===== config.mk =====
export PLATFORM = sky130hd
export DESIGN_NAME = sfp_rx_link_monitor
export DESIGN_NICKNAME = d
export VERILOG_FILES = /design/src/rtl/sfp_define_pkg.sv /design/src/rtl/sfp_err_window.sv /design/src/rtl/sfp_rx_link_monitor.sv
export SDC_FILE = /design/constraint.sdc
export NUM_CORES = 1
export LEC_CHECK = 0
export ABC_AREA = 1
export CORE_UTILIZATION = 45
export CTS_CLUSTER_SIZE = 40
export DETAILED_ROUTE_END_ITERATION = 10
export PLACE_DENSITY = 0.69
export SYNTH_ARGS = -nofsm -noshare
export SYNTH_HDL_FRONTEND = slang
export SYNTH_HIERARCHICAL = 1
export SYNTH_SLANG_ARGS = --single-unit

===== constraint.sdc =====
create_clock -name clk -period 3.16 [get_ports clk]
set_input_delay 0.632 -clock clk [delete_from_list [all_inputs] [get_ports clk]]
set_output_delay 0.632 -clock clk [all_outputs]
set_load 0.02 [all_outputs]

===== src/rtl/sfp_define_pkg.sv =====
// Shared SFP link definitions: control-word constants, lock FSM encodings and
// the marker-pair kinds used by the encoder, decoder and link monitor.
package sfp_define_pkg;

    localparam logic [31:0] SFP_VS_POSE_DATA1 = 32'h55a101bc;
    localparam logic [31:0] SFP_VS_POSE_DATA2 = 32'h55a102bc;
    localparam logic [31:0] SFP_DATA_START1   = 32'h55a105bc;
    localparam logic [31:0] SFP_DATA_START2   = 32'h55a106bc;
    localparam logic [31:0] SFP_DATA_END1     = 32'h55a107bc;
    localparam logic [31:0] SFP_DATA_END2     = 32'h55a108bc;
    localparam logic [31:0] SFP_UNUSE_DATA    = 32'h55a109bc;

    localparam logic [3:0]  SFP_K_CTRL        = 4'b0001;
    localparam logic [3:0]  SFP_K_DATA        = 4'b0000;

    localparam logic [1:0]  ST_DOWN           = 2'd0;
    localparam logic [1:0]  ST_SYNC           = 2'd1;
    localparam logic [1:0]  ST_UP             = 2'd2;

    typedef enum logic [1:0] {
        PAIR_START = 2'd0,
        PAIR_END   = 2'd1,
        PAIR_VS    = 2'd2
    } pair_e;

endpackage


===== src/rtl/sfp_err_window.sv =====
// Error-density window: counts words and errors while the link is up and
// raises drop when the error that would reach the limit arrives.
module sfp_err_window #(
    parameter int unsigned ERR_WINDOW = 1024,
    parameter int unsigned ERR_LIMIT  = 8
) (
    input  logic clk,
    input  logic rst_n,
    input  logic en,
    input  logic err,
    output logic drop
);
    localparam int unsigned WW = $clog2(ERR_WINDOW);
    localparam int unsigned EW = $clog2(ERR_LIMIT + 1);

    logic [WW-1:0] win_cnt_r;
    logic [EW-1:0] win_err_r;
    logic          wrap_s;

    assign wrap_s = (win_cnt_r == WW'(ERR_WINDOW - 1));
    assign drop   = en & err & (win_err_r == EW'(ERR_LIMIT - 1));

    // Window counters; an error on the wrap word opens the new window at 1.
    always_ff @(posedge clk or negedge rst_n) begin
        if (!rst_n) begin
            win_cnt_r <= '0;
            win_err_r <= '0;
        end else if (!en) begin
            win_cnt_r <= '0;
            win_err_r <= '0;
        end else begin
            win_cnt_r <= win_cnt_r + WW'(1);
            win_err_r <= wrap_s ? EW'(err) : (win_err_r + EW'(err));
        end
    end

endmodule


===== src/rtl/sfp_rx_link_monitor.sv =====
// Lane-1 receive link monitor: classifies aligned words, tracks lock, checks
// marker framing and keeps debug counters on the rx1 user clock.
module sfp_rx_link_monitor
    import sfp_define_pkg::*;
#(
    parameter logic [31:0] VS_POSE_DATA1 = SFP_VS_POSE_DATA1,
    parameter logic [31:0] VS_POSE_DATA2 = SFP_VS_POSE_DATA2,
    parameter logic [31:0] DATA_START1   = SFP_DATA_START1,
    parameter logic [31:0] DATA_START2   = SFP_DATA_START2,
    parameter logic [31:0] DATA_END1     = SFP_DATA_END1,
    parameter logic [31:0] DATA_END2     = SFP_DATA_END2,
    parameter logic [31:0] UNUSE_DATA    = SFP_UNUSE_DATA,
    parameter int unsigned LOCK_CNT      = 64,
    parameter int unsigned ERR_WINDOW    = 1024,
    parameter int unsigned ERR_LIMIT     = 8
) (
    input  logic        clk,
    input  logic        rst_n,
    input  logic [31:0] rx_data_in,
    input  logic [3:0]  rx_charisk_in,
    output logic        link_up,
    output logic        word_err,
    output logic        frame_err,
    output logic [15:0] err_cnt,
    output logic [15:0] frame_cnt,
    output logic [1:0]  state_o
);
    localparam int unsigned GW = $clog2(LOCK_CNT);

    logic          is_k_s, is_data_s, valid_s;
    logic          is_vs1_s, is_vs2_s, is_start1_s, is_start2_s;
    logic          is_end1_s, is_end2_s, is_idle_s;
    logic          frame_viol_s, line_done_s, err_s, drop_s;
    logic          in_line_nxt_s, exp2_nxt_s;
    pair_e         pair_nxt_s;
    logic [1:0]    state_nxt_s;
    logic [GW-1:0] good_nxt_s;

    logic [1:0]    state_r;
    logic [GW-1:0] good_r;
    logic          in_line_r, exp2_r;
    pair_e         pair_r;

    assign is_k_s      = (rx_charisk_in == SFP_K_CTRL);
    assign is_data_s   = (rx_charisk_in == SFP_K_DATA);
    assign is_vs1_s    = is_k_s & (rx_data_in == VS_POSE_DATA1);
    assign is_vs2_s    = is_k_s & (rx_data_in == VS_POSE_DATA2);
    assign is_start1_s = is_k_s & (rx_data_in == DATA_START1);
    assign is_start2_s = is_k_s & (rx_data_in == DATA_START2);
    assign is_end1_s   = is_k_s & (rx_data_in == DATA_END1);
    assign is_end2_s   = is_k_s & (rx_data_in == DATA_END2);
    assign is_idle_s   = is_k_s & (rx_data_in == UNUSE_DATA);
    assign valid_s     = is_data_s | is_vs1_s | is_vs2_s | is_start1_s
                       | is_start2_s | is_end1_s | is_end2_s | is_idle_s;
    // Framing is never blamed for an invalid word, so the two never overlap.
    assign err_s       = ~valid_s | frame_viol_s;

    sfp_err_window #(
        .ERR_WINDOW (ERR_WINDOW),
        .ERR_LIMIT  (ERR_LIMIT)
    ) u_err_window (
        .clk   (clk),
        .rst_n (rst_n),
        .en    (state_r == ST_UP),
        .err   (err_s),
        .drop  (drop_s)
    );

    // Marker-pair framing checker, active only on valid words while UP.
    always_comb begin
        frame_viol_s  = 1'b0;
        line_done_s   = 1'b0;
        in_line_nxt_s = in_line_r;
        exp2_nxt_s    = exp2_r;
        pair_nxt_s    = pair_r;
        if ((state_r == ST_UP) && valid_s) begin
            if (exp2_r) begin
                exp2_nxt_s = 1'b0;
                case (pair_r)
                    PAIR_START: begin
                        frame_viol_s  = ~is_start2_s;
                        in_line_nxt_s = is_start2_s;
                    end
                    PAIR_END: begin
                        frame_viol_s  = ~is_end2_s;
                        line_done_s   = is_end2_s;
                        in_line_nxt_s = 1'b0;
                    end
                    PAIR_VS: begin
                        frame_viol_s  = ~is_vs2_s;
                    end
                    default: begin
                        frame_viol_s  = 1'b1;
                    end
                endcase
            end else if (is_data_s) begin
                frame_viol_s = ~in_line_r;
            end else if (is_start1_s | is_vs1_s) begin
                if (in_line_r) begin
                    frame_viol_s = 1'b1;
                end else begin
                    exp2_nxt_s = 1'b1;
                    pair_nxt_s = is_start1_s ? PAIR_START : PAIR_VS;
                end
            end else if (is_end1_s) begin
                if (in_line_r) begin
                    exp2_nxt_s = 1'b1;
                    pair_nxt_s = PAIR_END;
                end else begin
                    frame_viol_s = 1'b1;
                end
            end else begin
                // Only idle is left as legal; a lone second word is an orphan.
                frame_viol_s = ~is_idle_s;
            end
            if (frame_viol_s) begin
                in_line_nxt_s = 1'b0;
                exp2_nxt_s    = 1'b0;
            end else begin
                in_line_nxt_s = in_line_nxt_s;
            end
        end else begin
            in_line_nxt_s = 1'b0;
            exp2_nxt_s    = 1'b0;
        end
    end

    // Lock FSM: idle enters SYNC, LOCK_CNT clean words reach UP, error density drops it.
    always_comb begin
        state_nxt_s = state_r;
        good_nxt_s  = good_r;
        case (state_r)
            ST_DOWN: begin
                if (is_idle_s) begin
                    state_nxt_s = ST_SYNC;
                    good_nxt_s  = GW'(1);
                end else begin
                    good_nxt_s  = '0;
                end
            end
            ST_SYNC: begin
                if (!valid_s) begin
                    state_nxt_s = ST_DOWN;
                    good_nxt_s  = '0;
                end else if (good_r == GW'(LOCK_CNT - 1)) begin
                    state_nxt_s = ST_UP;
                    good_nxt_s  = '0;
                end else begin
                    good_nxt_s  = good_r + GW'(1);
                end
            end
            ST_UP: begin
                if (drop_s) begin
                    state_nxt_s = ST_DOWN;
                end else begin
                    state_nxt_s = ST_UP;
                end
            end
            default: begin
                state_nxt_s = ST_DOWN;
                good_nxt_s  = '0;
            end
        endcase
    end

    // State, framing flags and all registered status outputs.
    always_ff @(posedge clk or negedge rst_n) begin
        if (!rst_n) begin
            state_r   <= ST_DOWN;
            good_r    <= '0;
            in_line_r <= 1'b0;
            exp2_r    <= 1'b0;
            pair_r    <= PAIR_START;
            link_up   <= 1'b0;
            word_err  <= 1'b0;
            frame_err <= 1'b0;
            err_cnt   <= 16'h0000;
            frame_cnt <= 16'h0000;
            state_o   <= ST_DOWN;
        end else begin
            state_r   <= state_nxt_s;
            good_r    <= good_nxt_s;
            pair_r    <= pair_nxt_s;
            if (drop_s) begin
                in_line_r <= 1'b0;
                exp2_r    <= 1'b0;
            end else begin
                in_line_r <= in_line_nxt_s;
                exp2_r    <= exp2_nxt_s;
            end
            link_up   <= (state_nxt_s == ST_UP);
            state_o   <= state_nxt_s;
            word_err  <= ~valid_s;
            frame_err <= frame_viol_s;
            if (err_s && (err_cnt != 16'hFFFF)) begin
                err_cnt <= err_cnt + 16'd1;
            end
            if (line_done_s) begin
                frame_cnt <= frame_cnt + 16'd1;
            end
        end
    end

endmodule


==> PnR_summary.wiki, run 1 <==
{| class="wikitable"
! Metric !! Value
|-
| Unique cell type count in the Yosys netlist || 32
|-
| Final Slew Violations || 0
|-
| Worst Setup Path Type || in -> reg
|-
| Switching share of power || 32.9%
|-
| Tmin final || 2740 ps
|-
| Sum of internal, switching and leakage power || 2.27 mW
|-
| Antenna fix cells || 0
|-
| Dpl hpwl || 6.32 mm
|-
| Placer congestion estimate || 0.854
|-
| Nets || 648
|-
| Wire length after detailed routing || 8.32 mm
|-
| Number of gates given a new drive strength after cts || 0
|-
| Core outline area || 8220 µm²
|-
| Leading register cell type out of synthesis || sky130_fd_sc_hd__dfrtp_1
|-
| Worst slew slack as a fraction of its limit || 61.5%
|-
| Antenna-violating nets left || 0
|-
| Register area share after synthesis || 39.8%
|-
| Via count || 3514
|-
| Largest net degree at the start of global routing || 39
|-
| Leakage power summed over all cells || 2.30 nW
|-
| Via density || 4.92
|-
| Post-synthesis async set-or-reset flop share || 100%
|-
| Largest voltage drop on the vdd net || 0.277 mV
|-
| Fraction of final layout cells with drive strength greater than 1 || 9.36%
|-
| Post-synth EDFFs || 0
|-
| Number of DRC violations after detailed-routing iteration 0 || 134
|-
| DR pass1 iterations || 4
|-
| Gate count after technology mapping || 520
|-
| Critical path capture point type || flop
|-
| Final-report hold violation count || 0
|-
| Startpoint kind of the worst setup timing path || input port
|-
| Area share of the largest cell type after synthesis || 39.8%
|-
| Global-route wire length before repair || 14.4 mm
|-
| Synthesized netlist net count || 564
|-
| Clock tree skew after final layout || 10.9 ps
|-
| Status || complete, no violations
|-
| # clock sinks || 61
|-
| Number of cells on the worst reg-to-reg path || 13
|-
| Final routed DRC violation total || 0
|-
| Overall die height || 94.3 µm
|-
| Worst-path maximum fanout || 4
|-
| Unrepaired setup endpoints after global routing || no
|-
| Buffer count from post-CTS setup fixing || 0
|-
| Final routed wire length divided by cell count || 11.7 µm
|-
| Maximum clock insertion buffer count || 2
|-
| Class of the most critical hold timing path || in -> async
|-
| Yosys reg bits || 61
|-
| Comb pwr share || 27.7%
|-
| Post-Syn Area per Cell || 7.37 µm²
|-
| Root buffer selected by CTS || sky130_fd_sc_hd__clkbuf_8
|-
| Netlist area before placement || 3830 µm²
|-
| Share of total power in the clock network || 29.5%
|-
| Hold-fix buffer count after cts || 0
|-
| Flop pwr share || 42.8%
|-
| Net load switching power || 746 µW
|-
| Die outline width || 94.3 µm
|-
| TritonCTS clock tree || yes
|-
| Internal power || 1.52 mW
|-
| Required time worst endpoint || 3380 ps
|-
| Power density over cell area || 464 nW/µm²
|-
| Insertion delay of the later-clocked pin in the worst-skew pair || 340 ps
|-
| Max-Cap Viols || 0
|-
| Number of primary I/O pins || 75
|-
| Share of the clock period used by the worst path || 86.9%
|-
| Antenna violations before repair || 0
|-
| Relative area change from synthesis to final layout || 27.5%
|-
| Arr. time, crit path || 2960 ps
|-
| Area of the die || 8890 µm²
|-
| Number of buffers created by CTS || 9
|-
| Tot GR Track Use || 20.4%
|-
| Total global routing overflow || 0
|-
| Largest cells by area after synthesis || sky130_fd_sc_hd__dfrtp_1 40%, sky130_fd_sc_hd__nand2_1 14%, sky130_fd_sc_hd__inv_1 7.0%, sky130_fd_sc_hd__nor2_1 5.9%, sky130_fd_sc_hd__xor2_1 4.6%
|-
| Initial standard-cell utilization of the core || 46.7%
|-
| Setup Viol. Count Final || 0
|-
| Sum of negative setup slack || 0 ps
|-
| Rows || 33
|-
| Port buffer count || 74
|-
| CTS H-Tree Depth || 3
|-
| Cell type with the highest aggregate area in the netlist || sky130_fd_sc_hd__dfrtp_1
|-
| Slew of the pin with the lowest slew margin || 577 ps
|-
| Number of global-route vias before repair || 3367
|-
| Peak Freq || 364 MHz
|-
| CTS clock-pin slew for the worst setup and hold paths || 70 ps
|-
| Yosys warnings || 6
|}
through the flow:
step / hold slack, ps / cells / cell area [µm²] / utilization (%) / setup slack (ps)
global route: 323 / 714 / 4890 / 59.5 / 132
floorplan: 336 / 520 / 3830 / - / 378
detailed placement: 478 / 698 / 4700 / 57.2 / 72.1
CTS: 289 / 714 / 4890 / 59.5 / 420
global placement: 466 / 698 / 4700 / 57.2 / 131
finish: 290 / 714 / 4890 / 59.5 / 415
layout make-up:
cell class / count / area (µm²)
flip-flops and latches: 61 / 1530
inverters: 74 / 278
clock buffers: 10 / 128
well taps: 105 / 131
fillers: 771 / 3330
clock inverters: 6 / 63.8
repair buffers: 80 / 793
multi-input cells: 378 / 1970
worst paths after layout:
check                                               startpoint                                   to  slack, ps
max                                              rx_data_in[2]                in_line_r$_DFFE_PN0P_        420
min                                                      rst_n                     exp2_r$_DFF_PN0_        290
max reg2reg                               state_r[1]$_DFF_PN0_                in_line_r$_DFFE_PN0P_       1030
min reg2reg                u_err_window/win_cnt_r[0]$_DFF_PN0_  u_err_window/win_cnt_r[0]$_DFF_PN0_        480
max in group asynchronous                                rst_n              err_cnt[10]$_DFFE_PN0P_       2260
min in group clk           u_err_window/win_cnt_r[0]$_DFF_PN0_  u_err_window/win_cnt_r[0]$_DFF_PN0_        480
logic make-up (layout without fill, tap and decap cells):
family                     after synthesis  count (layout)  synth area share (%)
and+or+nand+nor                        305             305                  37.4
DFF                                     61              61                  39.8
buffers and inverters                   81             170                  8.84
AOI/OAI and AO/OA                       37              37                  5.12
adders and majority gates                6               6                  1.96
xor gates and xnor gates                30              30                  6.85
power by group through the flow:
| stage | combinational (mW) | clock (mW) | sequential, mW |
|---|---|---|---|
| finish | 0.628 | 0.669 | 0.971 |
| global route | 0.711 | 0.720 | 0.987 |
| CTS | 0.636 | 0.695 | 0.971 |
| detailed placement | 0.633 | 0 | 0.985 |
| global placement | 0.622 | 0 | 0.983 |
| floorplan | 0.326 | 0 | 1.03 |
cells in the mapped netlist, types with 2 or more instances:
| cell type | instances |
|---|---|
| sky130_fd_sc_hd__a21oi_1 | 12 |
| sky130_fd_sc_hd__buf_2 | 3 |
| sky130_fd_sc_hd__buf_4 | 2 |
| sky130_fd_sc_hd__dfrtp_1 | 61 |
| sky130_fd_sc_hd__ha_1 | 6 |
| sky130_fd_sc_hd__inv_1 | 71 |
| sky130_fd_sc_hd__inv_2 | 2 |
| sky130_fd_sc_hd__nand2_1 | 145 |
| sky130_fd_sc_hd__nand2_2 | 8 |
| sky130_fd_sc_hd__nand3_1 | 33 |
| sky130_fd_sc_hd__nand3_2 | 11 |
| sky130_fd_sc_hd__nand4_1 | 14 |
| sky130_fd_sc_hd__nor2_1 | 60 |
| sky130_fd_sc_hd__nor2_2 | 7 |
| sky130_fd_sc_hd__nor2_4 | 4 |
| sky130_fd_sc_hd__nor3_1 | 12 |
| sky130_fd_sc_hd__nor4_1 | 6 |
| sky130_fd_sc_hd__o21ai_0 | 17 |
| sky130_fd_sc_hd__o22ai_1 | 5 |
| sky130_fd_sc_hd__xnor2_1 | 10 |
| sky130_fd_sc_hd__xor2_1 | 20 |
sequential cells by signal, summed over array words and instances, names as in the netlist, 2 cells and up:
name and flops:
pair_r 2, state_r 2, frame_cnt 16, u_err_window/win_cnt_r 10
u_err_window/win_err_r 4, err_cnt 16, good_r 6
layer usage:
layer	track usage (%)	vias up	wire length [µm]	share of wire, %
li1	-	1818	-	-
met1	25.9	1628	3830	46
met2	34.8	57	4120	49
met3	4.05	11	274	3.3
met4	6.41	0	101	1.2
met5	0	-	0	0
cell usage in the layout, fill, tap and decap left out, types with 2 or more instances in the layout:
master                              n
sky130_fd_sc_hd__a21oi_1           12
sky130_fd_sc_hd__buf_4              5
sky130_fd_sc_hd__clkbuf_8           9
sky130_fd_sc_hd__clkdlybuf4s50_1   73
sky130_fd_sc_hd__clkinv_2           2
sky130_fd_sc_hd__clkinvlp_4         2
sky130_fd_sc_hd__dfrtp_1           61
sky130_fd_sc_hd__ha_1               6
sky130_fd_sc_hd__inv_1             71
sky130_fd_sc_hd__inv_2              2
sky130_fd_sc_hd__nand2_1          145
sky130_fd_sc_hd__nand2_2            8
sky130_fd_sc_hd__nand3_1           33
sky130_fd_sc_hd__nand3_2           11
sky130_fd_sc_hd__nand4_1           14
sky130_fd_sc_hd__nor2_1            60
sky130_fd_sc_hd__nor2_2             7
sky130_fd_sc_hd__nor2_4             4
sky130_fd_sc_hd__nor3_1            12
sky130_fd_sc_hd__nor4_1             6
sky130_fd_sc_hd__o21ai_0           17
sky130_fd_sc_hd__o22ai_1            5
sky130_fd_sc_hd__xnor2_1           10
sky130_fd_sc_hd__xor2_1            20
critical path, stage by stage:
cell,delay (ps)
sky130_fd_sc_hd__clkdlybuf4s50_1,460
sky130_fd_sc_hd__nand2_1,60
sky130_fd_sc_hd__inv_1,60
sky130_fd_sc_hd__nand2_1,40
sky130_fd_sc_hd__nor2_1,190
sky130_fd_sc_hd__nand3_1,150
sky130_fd_sc_hd__nor2_2,180
sky130_fd_sc_hd__nor2_1,60
sky130_fd_sc_hd__nand2_1,70
sky130_fd_sc_hd__nor2_2,70
sky130_fd_sc_hd__nor2_8,110
sky130_fd_sc_hd__nand2_2,80
sky130_fd_sc_hd__nand2_2,80
sky130_fd_sc_hd__nand2_1,90
sky130_fd_sc_hd__nor4b_1,290
sky130_fd_sc_hd__buf_4,180
sky130_fd_sc_hd__a211oi_1,50
sky130_fd_sc_hd__nand2_1,60
sky130_fd_sc_hd__nor2_1,40
Power figures use the tool's default switching activity.
==> run 2, diff against run 1 <==
==> constraint.sdc (replaced) <==
create_clock -name clk -period 3.16 [get_ports clk]
set_input_delay 0.316 -clock clk [delete_from_list [all_inputs] [get_ports clk]]
set_output_delay 0.316 -clock clk [all_outputs]
set_load 0.02 [all_outputs]
==> run 2 against run 1 <==
Effect of this change:
- fmax grew 14%
- via count is 1.8% higher
- wire length grew 0.23%
- register-to-register slack better by 40 ps
- non-clock buffer count fell by 1
- critical path type unchanged
- sequential share of layout area stayed put
- critical path depth unchanged
- largest power group unchanged
- die area is the same
- core utilization unchanged
==> PnR_summary.wiki, run 2 (same netlist as run 1, synthesis figures left out) <==
{| class="wikitable"
! Metric !! Value
|-
| Number of DRC violations after detailed-routing iteration 0 || 155 (+16%)
|-
| Final-report hold violation count || 0 (unchanged)
|-
| Port buffer count || 74 (unchanged)
|-
| Startpoint kind of the worst setup timing path || input port
|-
| Setup Viol. Count Final || 0 (unchanged)
|-
| Worst Setup Path Type || in -> reg
|-
| Final routed wire length divided by cell count || 11.7 µm (+0.37%)
|-
| Most common cell on crit path || sky130_fd_sc_hd__nand2_1
|-
| Largest net degree at the start of global routing || 62 (+59%)
|-
| Status || complete, no violations
|-
| Most frequent cells in the layout || 145 x sky130_fd_sc_hd__nand2_1, 73 x sky130_fd_sc_hd__clkdlybuf4s50_1, 71 x sky130_fd_sc_hd__inv_1
|-
| Relative area change from synthesis to final layout || 27.5% (unchanged)
|-
| Worst slew slack as a fraction of its limit || 49.2% (-12 points)
|-
| Number of buffers created by CTS || 9 (unchanged)
|-
| Initial standard-cell utilization of the core || 46.7% (unchanged)
|-
| Max-Cap Viols || 0 (unchanged)
|-
| Tmin final || 2420 ps (-327 ps)
|-
| Comb pwr share || 27.2% (-0.5 points)
|-
| Share of total power in the clock network || 31.0% (+1.5 points)
|-
| Number of gates given a new drive strength after cts || 0 (unchanged)
|-
| Wire length after detailed routing || 8.34 mm (+0.23%)
|-
| Final instance area || 4890 µm² (unchanged)
|-
| Insertion delay of the later-clocked pin in the worst-skew pair || 340 ps (about the same)
|-
| Sum of negative setup slack || 0 ps (unchanged)
|-
| Post-route setup slack || 742 ps (+327 ps)
|-
| Root buffer selected by CTS || sky130_fd_sc_hd__clkbuf_8
|-
| Worst slack after detailed placement || 382 ps (+310 ps)
|-
| Class of the most critical hold timing path || in -> async
|-
| Overall die height || 94.3 µm (unchanged)
|-
| Worst path buffer plus inverter count || 3 (unchanged)
|-
| Buffer count from post-CTS setup fixing || 0 (unchanged)
|-
| Slew of the pin with the lowest slew margin || 762 ps (+185 ps)
|-
| Unrepaired setup endpoints after global routing || no
|-
| Leading registers by flop count || err_cnt (16), frame_cnt (16), u_err_window/win_cnt_r (10)
|-
| Final routed DRC violation total || 0 (unchanged)
|-
| Maximum clock insertion buffer count || 2 (unchanged)
|-
| Placer congestion estimate || 0.859 (+0.60%)
|-
| Flop pwr share || 41.8% (-1.0 points)
|-
| Total global routing overflow || 0 (unchanged)
|-
| Peak Freq || 414 MHz (+14%)
|-
| Net load switching power || 738 µW (-1.0%)
|-
| Nets || 647 (-0.15%)
|-
| Die outline width || 94.3 µm (unchanged)
|-
| Antenna-violating nets left || 0 (unchanged)
|-
| CTS H-Tree Depth || 3 (unchanged)
|-
| Global-route wire length before repair || 14.6 mm (+1.7%)
|-
| Hold-fix buffer count after cts || 0 (unchanged)
|-
| CTS clock-pin slew for the worst setup and hold paths || 70 ps (about the same)
|-
| Internal power || 1.59 mW (+4.3%)
|-
| Cell family with most CP delay || simple AND/OR/NAND/NOR gates
|-
| Tot GR Track Use || 20.6% (+0.20 points)
|-
| Leakage power summed over all cells || 2.31 nW (+0.20%)
|-
| Arr. time, crit path || 2660 ps (-300 ps)
|-
| DR pass1 iterations || 5 (+1)
|-
| Core outline area || 8220 µm² (unchanged)
|-
| Largest voltage drop on the vdd net || 0.270 mV (-2.7%)
|-
| Area of the die || 8890 µm² (unchanged)
|-
| Max stage delay on crit path || 520 ps (+60 ps)
|-
| Placed instance area || 4680 µm² (-0.43%)
|-
| Via density || 5.02 (+1.9%)
|-
| # clock sinks || 61 (unchanged)
|-
| Register-to-register setup slack || 1070 ps (+40 ps)
|-
| Fraction of final layout cells with drive strength greater than 1 || 9.21% (-0.15 points)
|-
| Antenna violations before repair || 0 (unchanged)
|-
| Clock tree skew after final layout || 11.7 ps (+0.837 ps)
|-
| Ordered cell list for the critical path || clkdlybuf4s50_1, inv_1, nor2_1, nand2_1, nor2_2, nand2_1, nor2_4, nand2_1, nand3_1, nand2_1, nand2_1, nand2_1, nand2_2, nand2_2, ha_1, ha_1, xor2_1, nand3_1, inv_1
|-
| Final Slew Violations || 0 (unchanged)
|-
| Dpl hpwl || 6.23 mm (-1.4%)
|-
| Share of the clock period used by the worst path || 76.5% (-10 points)
|-
| TritonCTS clock tree || yes
|-
| Commonest non-fill, non-tap cell in the layout || sky130_fd_sc_hd__nand2_1
|-
| Critical path capture point type || flop
|-
| Switching share of power || 31.8% (-1.1 points)
|-
| Filler-free cell count of the finished design || 713 (-0.14%)
|-
| Number of global-route vias before repair || 3415 (+1.4%)
|-
| Rows || 33 (unchanged)
|-
| Placed Instances || 697 (-0.14%)
|-
| Number of primary I/O pins || 75 (unchanged)
|-
| Antenna fix cells || 0 (unchanged)
|-
| Via count || 3576 (+1.8%)
|-
| End-of-flow core utilization || 59.5% (unchanged)
|-
| Critical-path top delay cell || sky130_fd_sc_hd__clkdlybuf4s50_1
|-
| Required time worst endpoint || 3400 ps (+20 ps)
|-
| Power density over cell area || 475 nW/µm² (+2.5%)
|-
| Worst-path maximum fanout || 5 (+1)
|}
==> run 2: worst paths after layout <==
check,start,cells after the start,end
setup / recovery,rx_data_in[16],19,u_err_window/win_err_r[2]$_DFF_PN0_
hold / removal,rst_n,2,word_err$_DFF_PN0_
setup reg to reg,state_r[1]$_DFF_PN0_,13,in_line_r$_DFFE_PN0P_
hold reg to reg,u_err_window/win_cnt_r[0]$_DFF_PN0_,1,u_err_window/win_cnt_r[0]$_DFF_PN0_
max in group asynchronous,rst_n,2,frame_cnt[9]$_DFFE_PN0P_
min in group clk,u_err_window/win_cnt_r[0]$_DFF_PN0_,1,u_err_window/win_cnt_r[0]$_DFF_PN0_
==> run 2: power groups by stage <==
stage               clock network [mW]  registers [mW]  logic (mW)
floorplan                            0            1.03       0.326
global placement                     0           0.985       0.619
detailed placement                   0           0.987       0.636
CTS                              0.744           0.973       0.640
global route                     0.776           0.989       0.714
finish                           0.721           0.972       0.631
==> run 2: stage by stage <==
step	power, mW	hold slack [ps]
after detailed placement	1.62	473
after global placement	1.60	468
after global routing	2.48	224
after floorplan	1.36	20.4
after CTS	2.36	166
final	2.32	131
==> run 2: per-layer routing <==
metal  wire (µm)  track usage (%)
met5           0                0
met4          74             5.64
met1        3690             25.8
met2        4180             35.6
met3         398             4.53
==> run 2: final cells by class <==
cell class,instances,area [µm²]
sequential,61,1530
clock inverter,3,42.5
tap,105,131
inverter,74,278
fill,769,3330
timing repair buffer,79,773
clock buffer,13,169
multi-input combinational,378,1970
==> run 3, diff against run 2 <==
- clock period: 3.16 -> 2.35 ns (I/O delays scaled with it)
==> run 3 against run 2 <==
Effect of this change:
- first-iteration DRC count down 17%
- die area did not move
- largest power group unchanged
- sequential share of layout area shrank 2.4 points
- total power up 42%
- wire length rose by 7.6%
- non-clock buffer count grew 30
- sequential power up 36%
- design area rose by 8.3%
- register-to-register slack lost 570 ps
- clock power rose by 46%
- via count up 1.8%
==> PnR_summary.wiki, run 3 (same netlist as run 1, synthesis figures left out) <==
{| class="wikitable"
! Metric !! Value
|-
| Root buffer selected by CTS || sky130_fd_sc_hd__clkbuf_8
|-
| Class of the most critical hold timing path || in -> async
|-
| Largest net degree at the start of global routing || 62 (unchanged)
|-
| Flop pwr share || 39.9% (-1.9 points)
|-
| Number of buffers created by CTS || 9 (unchanged)
|-
| Register-to-register setup slack || 500 ps (-570 ps)
|-
| Tmin final || 2260 ps
|-
| TritonCTS clock tree || yes
|-
| Share of the clock period used by the worst path || 96.2%
|-
| Dpl hpwl || 6.45 mm (+3.5%)
|-
| Relative area change from synthesis to final layout || 38.1%
|-
| Worst path buffer plus inverter count || 2 (-1)
|-
| Total global routing overflow || 0 (unchanged)
|-
| Number of cells on the worst reg-to-reg path || 8 (-5)
|-
| Global-route wire length before repair || 14.8 mm (+1.3%)
|-
| Status || complete, no violations
|-
| Insertion delay of the later-clocked pin in the worst-skew pair || 340 ps (about the same)
|-
| Register Area || 1530 µm² (unchanged)
|-
| Combined area of the multi-input logic cells || 2100 µm² (+6.7%)
|-
| Slew of the pin with the lowest slew margin || 436 ps (-326 ps)
|-
| Critical-path top delay cell || sky130_fd_sc_hd__clkdlybuf4s50_1
|-
| DR pass1 iterations || 4 (-1)
|-
| Peak Freq || 442 MHz
|-
| Via density || 4.90 (-2.3%)
|-
| Cell family with most CP delay || simple AND/OR/NAND/NOR gates
|-
| Final routed wire length divided by cell count || 12.1 µm (+3.2%)
|-
| Leading registers by flop count || err_cnt (16), frame_cnt (16), u_err_window/win_cnt_r (10)
|-
| CTS H-Tree Depth || 3 (unchanged)
|-
| Number of primary I/O pins || 75 (unchanged)
|-
| Commonest non-fill, non-tap cell in the layout || sky130_fd_sc_hd__nand2_1
|-
| Ordered cell list for the critical path || clkdlybuf4s50_1, nand2_1, nor2_2, nand2_2, nor2_4, nand2_1, o21ai_0, nand3_1, nand2_1, nand2_2, nand2_2, nand2_4, ha_4, ha_1, xor2_1, nand3_1, inv_1
|-
| Net load switching power || 1.06 mW (+44%)
|-
| Port buffer count || 74 (unchanged)
|-
| Nets || 677 (+4.6%)
|-
| Antenna fix cells || 0 (unchanged)
|-
| Initial standard-cell utilization of the core || 46.7% (unchanged)
|-
| CTS clock-pin slew for the worst setup and hold paths || 70 ps (about the same)
|-
| Core outline area || 8220 µm² (unchanged)
|-
| Max-Cap Viols || 0 (unchanged)
|-
| Sum of negative setup slack || 0 ps (unchanged)
|-
| Final instance area || 5290 µm² (+8.3%)
|-
| Placer congestion estimate || 0.857 (-0.21%)
|-
| Required time worst endpoint || 2580 ps (-820 ps)
|-
| Antenna-violating nets left || 0 (unchanged)
|-
| Unrepaired setup endpoints after global routing || yes
|-
| Worst-path maximum fanout || 3 (-2)
|-
| Filler Cell Count || 710 (-7.7%)
|-
| Die outline width || 94.3 µm (unchanged)
|-
| Rows || 33 (unchanged)
|-
| Critical path capture point type || flop
|-
| End-of-flow core utilization || 64.4% (+4.9 points)
|-
| Share of total power in the clock network || 31.8% (+0.8 points)
|-
| Switching share of power || 32.2% (+0.42 points)
|-
| Number of DRC violations after detailed-routing iteration 0 || 129 (-17%)
|-
| Comb pwr share || 28.2% (+1.0 points)
|-
| Worst R2R End || err_cnt[14]$_DFFE_PN0P_
|-
| Antenna violations before repair || 0 (unchanged)
|-
| Final-report hold violation count || 0 (unchanged)
|-
| Setup Viol. Count Final || 0 (unchanged)
|-
| Overall die height || 94.3 µm (unchanged)
|-
| Via count || 3640 (+1.8%)
|-
| Worst Setup Path Type || in -> reg
|-
| Startpoint kind of the worst setup timing path || input port
|-
| Arr. time, crit path || 2490 ps (-170 ps)
|-
| Final Slew Violations || 0 (unchanged)
|-
| Maximum clock insertion buffer count || 2 (unchanged)
|-
| Tot GR Track Use || 20.9% (+0.32 points)
|-
| Largest voltage drop on the vdd net || 0.426 mV (+58%)
|-
| Leakage power summed over all cells || 2.55 nW (+11%)
|-
| Placed instance area || 4900 µm² (+4.8%)
|-
| Number of global-route vias before repair || 3550 (+4.0%)
|-
| Power density over cell area || 622 nW/µm² (+31%)
|-
| Max stage delay on crit path || 460 ps (-60 ps)
|-
| # clock sinks || 61 (unchanged)
|-
| Area of the die || 8890 µm² (unchanged)
|-
| Fraction of final layout cells with drive strength greater than 1 || 16.8% (+7.6 points)
|-
| Internal power || 2.23 mW (+41%)
|-
| Wire length after detailed routing || 8.97 mm (+7.6%)
|-
| Clock tree skew after final layout || 12.0 ps (+0.299 ps)
|-
| Final routed DRC violation total || 0 (unchanged)
|-
| Worst slew slack as a fraction of its limit || 70.7% (+21 points)
|-
| Most frequent cells in the layout || 139 x sky130_fd_sc_hd__nand2_1, 71 x sky130_fd_sc_hd__inv_1, 65 x sky130_fd_sc_hd__clkdlybuf4s50_1
|-
| Worst reg2reg startpoint || err_cnt[1]$_DFFE_PN0P_
|}
[run 3: cell count changes in the layout (fill, tap and decap cells not counted), moves of 2 or more]
cell,change
sky130_fd_sc_hd__nor2_1,-9
sky130_fd_sc_hd__dlymetal6s2s_1,+8
sky130_fd_sc_hd__nor2_4,+7
sky130_fd_sc_hd__clkbuf_8,-2
sky130_fd_sc_hd__nand2_2,+4
sky130_fd_sc_hd__nand3_1,-2
sky130_fd_sc_hd__nand2_4,+2
sky130_fd_sc_hd__buf_4,+28
sky130_fd_sc_hd__clkdlybuf4s50_1,-8
sky130_fd_sc_hd__nand2_1,-6
sky130_fd_sc_hd__nor2_2,+2
[run 3: stage by stage]
stage                     cells  power (mW)  hold slack, ps  setup slack, ps
after CTS                   741        3.28             426             72.9
after global routing        743        3.48             450            -91.6
after floorplan             520        1.83           -60.6             84.5
after global placement      724        2.19             265             -172
final                       743        3.29             426             89.7
after detailed placement    724        2.22             267             -278
[run 3: worst min-delay path, delay by kind of cell]
| family | cells | cell delay, ps |
|---|---|---|
| buffers and inverters | 3 | 920 |
[run 3: power groups by stage]
stage                     Clock, mW  Combinational (mW)  Sequential, mW
after global placement            0               0.869            1.32
after floorplan                   0               0.444            1.39
after CTS                      1.08               0.897            1.31
final                          1.05               0.930            1.32
after detailed placement          0               0.892            1.33
after global routing           1.12                1.02            1.33
[run 3: routing by layer]
metal | part of all wire (%) | track usage (%)
met1 | 43 | 24.8
met2 | 51 | 37.1
met3 | 4.7 | 4.53
met4 | 0.70 | 7.18
met5 | 0 | 0
[run 3: how the worst max path moves through the flow]
stage | start | to | slack (ps) | cells past startpoint
after floorplan | state_r[1]$_DFF_PN0_ | in_line_r$_DFFE_PN0P_ | 80 | 13
after global placement | rx_data_in[5] | in_line_r$_DFFE_PN0P_ | -170 | 19
after detailed placement | rx_data_in[5] | in_line_r$_DFFE_PN0P_ | -280 | 19
after CTS | rx_data_in[2] | in_line_r$_DFFE_PN0P_ | 70 | 19
after global routing | rx_data_in[4] | u_err_window/win_err_r[2]$_DFF_PN0_ | -90 | 17
final | rx_data_in[2] | u_err_window/win_err_r[2]$_DFF_PN0_ | 90 | 17
[run 3: what timing repair did]
item	CTS	global route
gates resized for setup	0	39
setup buffers	0	4
hold buffers	1	0
hold endpoints to repair	61	0
setup endpoints to repair	0	20
[run 3: area by class of cell]
class | instances | share of cell area, %
inverters | 74 | 5.25
repair buffers | 109 | 19.5
multi-input cells | 378 | 39.7
flip-flops and latches | 61 | 28.8
clock inverters | 6 | 1.63
clock buffers | 10 | 2.60
well taps | 105 | 2.48
